### src/rtl/serial_negate_rx_if.sv
// Serial-in / parallel-out handshake bundle for the serial negate receiver.
// Latency: n/a (wires only).
// Backpressure: sin_ready from the receiver; out_ready from the parallel consumer.
// Signals: sin/sin_valid/sin_start/sin_ready carry the LSB-first serial stream;
//          out_word/out_valid/out_ready/ovf carry the result word; frame_err flags aborts.
interface serial_negate_rx_if #(
    parameter int WIDTH = 4
);
    logic             sin;
    logic             sin_valid;
    logic             sin_start;
    logic             sin_ready;
    logic [WIDTH-1:0] out_word;
    logic             out_valid;
    logic             out_ready;
    logic             ovf;
    logic             frame_err;

    // Receiver side.
    modport slave (
        input  sin, sin_valid, sin_start, out_ready,
        output sin_ready, out_word, out_valid, ovf, frame_err
    );

    // Serial producer plus parallel consumer side.
    modport master (
        output sin, sin_valid, sin_start, out_ready,
        input  sin_ready, out_word, out_valid, ovf, frame_err
    );
endinterface

### src/rtl/serial_negate_rx.sv
// Negates an LSB-first serial two's-complement word on the fly and deserialises it.
// Latency: out_valid rises one cycle after the last (WIDTH-th) bit is accepted.
// Backpressure: sin_ready drops while a result is held; word held until out_ready.
// Ports: clk, rst_n (sync active-low); bus.slave carries the serial input,
//        the parallel result handshake, ovf and the frame_err pulse.
module serial_negate_rx #(
    parameter int WIDTH = 4
) (
    input  logic                clk,
    input  logic                rst_n,
    serial_negate_rx_if.slave   bus
);
    localparam int CW = $clog2(WIDTH + 1);
    localparam logic [CW-1:0] LAST_IDX = CW'(WIDTH - 1);

    localparam logic [1:0] ST_IDLE  = 2'd0;
    localparam logic [1:0] ST_SHIFT = 2'd1;
    localparam logic [1:0] ST_HOLD  = 2'd2;

    logic [1:0]       state;
    logic [WIDTH-1:0] shreg;
    logic [CW-1:0]    cnt;
    logic             carry;
    logic             out_valid_q;
    logic             ovf_q;
    logic             frame_err_q;

    logic accept;
    logic c_eff;
    logic res_bit;
    logic c_next;

    assign bus.sin_ready = (state != ST_HOLD);
    assign bus.out_word  = shreg;
    assign bus.out_valid = out_valid_q;
    assign bus.ovf       = ovf_q;
    assign bus.frame_err = frame_err_q;

    assign accept = bus.sin_valid && bus.sin_ready;

    // A start bit always begins with carry 1, whatever the flop holds from
    // an abandoned frame. Carry stays 1 until the first 1 bit passes, so
    // bits up to and including it are copied and later bits are inverted.
    assign c_eff   = bus.sin_start ? 1'b1 : carry;
    assign res_bit = ~bus.sin ^ c_eff;
    assign c_next  = ~bus.sin & c_eff;

    always_ff @(posedge clk) begin
        if (!rst_n) begin
            state       <= ST_IDLE;
            shreg       <= '0;
            cnt         <= '0;
            carry       <= 1'b1;
            out_valid_q <= 1'b0;
            ovf_q       <= 1'b0;
            frame_err_q <= 1'b0;
        end else begin
            frame_err_q <= 1'b0;
            case (state)
                ST_IDLE: begin
                    // Bits without a start marker are dropped silently.
                    if (accept && bus.sin_start) begin
                        shreg <= {res_bit, shreg[WIDTH-1:1]};
                        carry <= c_next;
                        cnt   <= CW'(1);
                        state <= ST_SHIFT;
                    end
                end
                ST_SHIFT: begin
                    if (accept) begin
                        shreg <= {res_bit, shreg[WIDTH-1:1]};
                        carry <= c_next;
                        if (bus.sin_start) begin
                            // Restart: the partial frame is abandoned.
                            cnt         <= CW'(1);
                            frame_err_q <= 1'b1;
                        end else if (cnt == LAST_IDX) begin
                            // Carry into the MSB still 1 with raw MSB 1 means
                            // the input was the most negative value.
                            ovf_q       <= c_eff & bus.sin;
                            out_valid_q <= 1'b1;
                            cnt         <= '0;
                            state       <= ST_HOLD;
                        end else begin
                            cnt <= cnt + CW'(1);
                        end
                    end
                end
                ST_HOLD: begin
                    if (out_valid_q && bus.out_ready) begin
                        out_valid_q <= 1'b0;
                        ovf_q       <= 1'b0;
                        carry       <= 1'b1;
                        state       <= ST_IDLE;
                    end
                end
                default: begin
                    state <= ST_IDLE;
                end
            endcase
        end
    end
endmodule

### src/flat_wrapper.sv
// flat-port wrapper written by rule: the top's interface ports become plain ports
module serial_negate_rx_flat 
#(
    parameter int WIDTH = 4
)
  (clk, rst_n, bus_sin, bus_sin_valid, bus_sin_start, bus_out_ready, bus_sin_ready, bus_out_word, bus_out_valid, bus_ovf, bus_frame_err);
  serial_negate_rx_if #(.WIDTH(WIDTH)) bus_i ();
  input  logic clk;
  input  logic rst_n;
  input wire logic [$bits(bus_i.sin)-1:0] bus_sin;
  input wire logic [$bits(bus_i.sin_valid)-1:0] bus_sin_valid;
  input wire logic [$bits(bus_i.sin_start)-1:0] bus_sin_start;
  input wire logic [$bits(bus_i.out_ready)-1:0] bus_out_ready;
  output wire logic [$bits(bus_i.sin_ready)-1:0] bus_sin_ready;
  output wire logic [$bits(bus_i.out_word)-1:0] bus_out_word;
  output wire logic [$bits(bus_i.out_valid)-1:0] bus_out_valid;
  output wire logic [$bits(bus_i.ovf)-1:0] bus_ovf;
  output wire logic [$bits(bus_i.frame_err)-1:0] bus_frame_err;
  assign bus_i.sin = bus_sin;
  assign bus_i.sin_valid = bus_sin_valid;
  assign bus_i.sin_start = bus_sin_start;
  assign bus_i.out_ready = bus_out_ready;
  assign bus_sin_ready = bus_i.sin_ready;
  assign bus_out_word = bus_i.out_word;
  assign bus_out_valid = bus_i.out_valid;
  assign bus_ovf = bus_i.ovf;
  assign bus_frame_err = bus_i.frame_err;
  serial_negate_rx #(.WIDTH(WIDTH)) u_core (.clk(clk), .rst_n(rst_n), .bus(bus_i));
endmodule
### config.mk
export PLATFORM = sky130hd
export DESIGN_NAME = serial_negate_rx_flat
export DESIGN_NICKNAME = d
export VERILOG_FILES = /design/src/rtl/serial_negate_rx_if.sv /design/src/rtl/serial_negate_rx.sv /design/src/flat_wrapper.sv
export SDC_FILE = /design/constraint.sdc
export NUM_CORES = 1
export LEC_CHECK = 0
export CORE_MARGIN = 2
export CORE_UTILIZATION = 25
export DETAILED_ROUTE_END_ITERATION = 6
export PLACE_DENSITY = 0.41
export SLEW_MARGIN = 25
export SYNTH_ARGS = -nofsm -noshare
export SYNTH_HDL_FRONTEND = slang
export SYNTH_SLANG_ARGS = --single-unit
### constraint.sdc
create_clock -name clk -period 2.2 [get_ports clk]
set_clock_uncertainty 0.05 [all_clocks]
set_input_delay 0.44 -clock clk [delete_from_list [all_inputs] [get_ports clk]]
set_output_delay 0.44 -clock clk [all_outputs]
set_load 0.005 [all_outputs]
Word level (Yosys, flattened, before mapping)
Index checks and enable logic that the tools add are counted.
{ "word_totals": {"register_bits": 13, "latch_bits": 0, "ram_bits": 0, "mem_bits_ro": 0, "inputBits": 6, "output_inout_bits": 8, "wordCells": 62, "memories": 0} }
{ "classes": {"addsub": 1, "mul": 0, "n_div": 0, "magnitude_cmp": 0, "n_eq_ne": 9, "n_shift": 0, "mux": 29, "n_bitwise": 4, "n_reduce_logical": 12} }
{ "op_table": {"columns": ["op", "n"], "rows": [
  ["$mux 1", 12],
  ["$mux 3", 4],
  ["$mux 2", 5],
  ["$reduce_and 5->1", 2],
  ["$mux 4", 2],
  ["$ne 2x1->1 const B", 4],
  ["$pmux 4 s2", 1],
  ["$pmux 2 s3", 1],
  ["$pmux 3 s2", 1],
  ["$reduce_and 3->1", 2],
  ["$ne 2x2->1 const B", 2],
  ["$pmux 1 s2", 2],
  ["$reduce_and 4->1", 1],
  ["$reduce_bool 2->1", 2],
  ["$add 3x1->3 const B", 1],
  ["$eq 3x2->1 const B", 1],
  ["$logic_and 1x1->1", 3],
  ["$pmux 1 s3", 1],
  ["$reduce_bool 3->1", 1],
  ["$and 1x1->1", 2],
  ["$eq 2x1->1 const B", 1],
  ["$eq 2x2->1 const B", 1],
  ["$logic_not 2->1", 1],
  ["$not 1->1", 1],
  ["$xor 1x1->1", 1]
]} }

Depth between registers and ports, before layout
{ "depth": {"word_depth": 6, "ltp_mapped": 4, "mapped_depth_nobuf": 4} }

Worst setup path before layout
Ideal clock, no wire load.
{ "synth_path": {"kind": "input to register", "from": "input port bus_sin_start", "to": "register u_core.carry", "setup_ns": 0.130, "arrival_time_ns": 1.237, "required_ns": 2.020, "slack_ns": 0.784, "path_stages": 4, "n_path_buf": 0, "path_cell_list": "or2_2 -> ha_1 -> nor4b_1 -> o21ai_1"} }
{ "synth_via": {"elab_chain_len": 4, "elab_cells_between_ends": 8, "cone_classes": "eq/ne (1); mux (4); bitwise (1); reduce/logical (2)"} }
{ "synth_rtl": {"columns": ["item", "line", "text"], "rows": [
  ["start: declaration", "flat_wrapper.sv:12", "input wire logic [$bits(bus_i.sin_start)-1:0] bus_sin_start;"],
  ["$mux 1", "serial_negate_rx.sv:44", "assign c_eff = bus.sin_start ? 1'b1 : carry;"],
  ["$and 1x1->1", "serial_negate_rx.sv:46", "assign c_next = ~bus.sin & c_eff;"],
  ["$mux 1 (on tied branches)", "serial_negate_rx.sv:70, serial_negate_rx.sv:62", null],
  ["$pmux 1 s3", "serial_negate_rx.sv:59", "case (state)"],
  ["end signal: assignment", "serial_negate_rx.sv:64", "carry <= c_next;"],
  ["end signal: assignment", "serial_negate_rx.sv:72", "carry <= c_next;"],
  ["end: declaration", "serial_negate_rx.sv:23", "logic carry;"]
]} }
Parallel ways exist; a longest one is shown, timed or not. The select of a mux whose other input is x is not followed.
A chain may end at the register's enable or synchronous reset.

Final worst setup path
{ "layout_path": {"from": "register u_core.state[0]", "to": "output port bus_sin_ready"} }
{ "layout_via": {"elab_chain_len": 1} }
{ "layout_rtl": {"columns": ["item", "line", "text"], "rows": [
  ["start: declaration", "serial_negate_rx.sv:20", "logic [1:0] state;"],
  ["start signal: assignment", "serial_negate_rx.sv:50", "state <= ST_IDLE;"],
  ["start signal: assignment", "serial_negate_rx.sv:66", "state <= ST_SHIFT;"],
  ["start signal: assignment", "serial_negate_rx.sv:83", "state <= ST_HOLD;"],
  ["$ne 2x2->1", "serial_negate_rx.sv:33", "assign bus.sin_ready = (state != ST_HOLD);"],
  ["end: declaration", "flat_wrapper.sv:14", "output wire logic [$bits(bus_i.sin_ready)-1:0] bus_sin_ready;"]
]} }
No other way between the ends.

==> metrics.txt <==
insertion delay to the later sink of the worst-skew pair 270 ps; clock network power share 33.2%; layout cells sized above 1 9.64%; mux share of post-synthesis cell area 1.61%; RD Place Congestion 0.626; count leader, synth dfxtp_1; post-DP HPWL 993 um; CP Max Fanout 9; number of standard cells in the layout, taps in and fillers out 113; Cells after Synth 67; area overhead of the layout relative to synthesis 31.0%; slowest CP cell dfxtp_1; critical register-to-register path startpoint u_core.carry$_SDFFE_PN1P_; TritonCTS clock tree yes; internal power contribution 0.339 mW; syn nets 76; leading cell types by total area after synthesis dfxtp_1, a21boi_1, ha_1, nand3_1, o21ai_0; endpoints failing setup 0; number of enable flip-flop cells after synthesis 0; placeable core area 2410 um2; sequential fraction of the synthesis area 41.9%; largest incremental delay on the critical path 510 ps; post-DR vias/cell 4.78; filler cell count 254; Crit Path Category reg2out; flop-to-flop setup slack 830 ps; first-pass GRT wire length 2400 um; count of instances resized after the clock tree is built 0; kind of capture point of the worst setup path output port; switching share of power 24.8%; total power divided by cell area 552 nW/um2; post-synthesis adder-cell area fraction 6.04%; Synth Area in Compound Gates 21.7%; post-synthesis instance area 622 um2; ordered cell list for the critical path nand2b_1 > clkdlybuf4s50_1; simple logic cell fraction of the synthesized area 25.6%; P_leak 0.327 nW; iteration-0 DRC count of the detailed router 7; routed len/inst 12.5 um; dpl cells 109; worst-case headroom to the max-slew limit 66.1%; share of flip-flops with an asynchronous set or reset after synthesis 0%; period utilization 88.6%; Tmin final 1950 ps; clk sink count 13; source of the worst hold timing path u_core.bus.ovf$_SDFFE_PN0P_; flops & latches, synth 13; vias in the first global route 514; switching component of the power 0.111 mW; Antenna diodes 0; first-pass detailed-route iteration total 4; library cell occupying the most area in the post-synthesis netlist dfxtp_1; family of cells with the greatest summed delay on the critical path flip-flops; Die Footprint 2900 um2; GRT overflow 0; Post-Syn Area per Cell 9.28 um2; final-stage net count 93; library cell used as clock root buffer clkbuf_4; Port-buffer cells 13; top-area cell type share of the netlist area 41.9%; initial antenna violation count 0; ys flop type dfxtp_1; height of the chip 53.9 um; outcome finished clean; Clock H-tree levels 1; top-level I/O count 14; CTS Hold Bufs 0; Fmax 513 MHz; Combinational Power Share 11.7%; sum of negative setup slack 0 ps; Overall Global Routing Usage 12.0%; Worst Path Required 1710 ps; Reg clk slew, reported paths 80 ps; sequential share of power 55.1%; XOR/XNOR share of the synthesized area 0%; path type of the worst min-delay path reg2reg; Initial Util 25.8%; post-CTS setup-driven buffer insertion count 0; Critical Path Source Type register; number of rows in the core area 18; data arrival time of the critical path 1460 ps; count of synthesis-stage warnings from yosys 0; max-slew violation count 0; number of hold violations in the final report 0; buffers and inverters on the worst path 1; maximum number of pins on one net before global-route repair 16; vias after detailed routing 540; start point of the critical path u_core.state[0]$_SDFFE_PN0P_; DRC 0; Peak supply drop 0.313 mV; clock buffers created by TritonCTS 3; Final Routed Wirelength 1420 um; final antenna-violating net count 0; reported max-cap violation count 0; width of the die 53.9 um; unrepaired setup endpoints after global routing no; most used standard cells in the synthesized netlist dfxtp_1, a21boi_1, nand3_1, o21ai_0, nand2_1; maximum buffer depth of the clock tree 2; number of distinct standard cells referenced by the synthesized netlist 30; Worst Max-Slew Pin Slew 507 ps; dominant combinational cell family by area after synthesis simple AND/OR/NAND/NOR gates
[layer usage]
metal	routed length (um)	GRT usage (%)	up-vias
met5	0	0	-
met4	12	2.56	0
met3	66	5.83	2
met2	630	18.7	13
met1	707	15.0	250
li1	-	-	275
[metrics by stage]
step / util (%) / setup slack, ps / total power, mW / hold WS [ps] / area [um2]
floorplan: - / 784 / 0.280 / 402 / 622
global placement: 32.7 / 296 / 0.307 / 416 / 788
detailed placement: 32.7 / 245 / 0.306 / 419 / 788
CTS: 33.8 / 247 / 0.461 / 432 / 815
global route: 33.8 / 144 / 0.479 / 458 / 815
finish: 33.8 / 252 / 0.450 / 429 / 815
[power groups by stage]
stage	registers [mW]	clock network (mW)	logic [mW]
finish	0.248	0.150	0.0527
CTS	0.248	0.160	0.0536
global placement	0.253	0	0.0536
global route	0.249	0.172	0.0587
floorplan	0.250	0	0.0304
detailed placement	0.253	0	0.0532
[tightest hold or removal path: cells and delay by family, from the launching register on]
| family | cells | cell delay (ps) |
|---|---|---|
| DFF | 1 | 320 |
| and+or+nand+nor | 1 | 60 |
| muxes | 1 | 60 |
[worst paths after layout]
check                                     end  cells after the start
setup / recovery                bus_sin_ready                      2
hold / removal    u_core.bus.ovf$_SDFFE_PN0P_                      2
setup reg to reg    u_core.carry$_SDFFE_PN1P_                      4
hold reg to reg   u_core.bus.ovf$_SDFFE_PN0P_                      2
[cells in the final DEF, fill, tap and decap left out, types with 2 or more instances in the layout]
| cell | count |
|---|---|
| o211a_1 | 2 |
| a21boi_1 | 7 |
| nand2_1 | 4 |
| nand4b_1 | 2 |
| nand3_1 | 5 |
| nand2b_1 | 3 |
| clkdlybuf4s50_1 | 13 |
| dfxtp_1 | 13 |
| inv_1 | 3 |
| clkbuf_4 | 3 |
| o21ai_0 | 5 |
| ha_1 | 3 |
[cell families after synthesis]
logic type               count (synthesis)
AND/OR/NAND/NOR                         25
AO/OA/AOI/OAI                           20
flip-flops                              13
buffers and inverters                    5
adder cells (fa/ha/maj)                  3
multiplexers                             1
[final cells by class]
| class | instances | area (um2) | share of cell area (%) |
|---|---|---|---|
| Multi-Input combinational cell | 49 | 342 | 41.9 |
| Sequential cell | 13 | 260 | 32.0 |
| Timing Repair Buffer | 14 | 138 | 16.9 |
| Tap cell | 30 | 37.5 | 4.61 |
| Clock buffer | 4 | 26.3 | 3.23 |
| Inverter | 3 | 11.3 | 1.38 |
[state kept, by name, summed over array words and instances, names as in the netlist]
name	count
u_core.cnt	3
u_core.bus.out_word	4
u_core.bus.ovf	1
u_core.state	2
u_core.bus.out_valid	1
u_core.bus.frame_err	1
u_core.carry	1
Note: power is estimated with default switching activity, not from simulation.
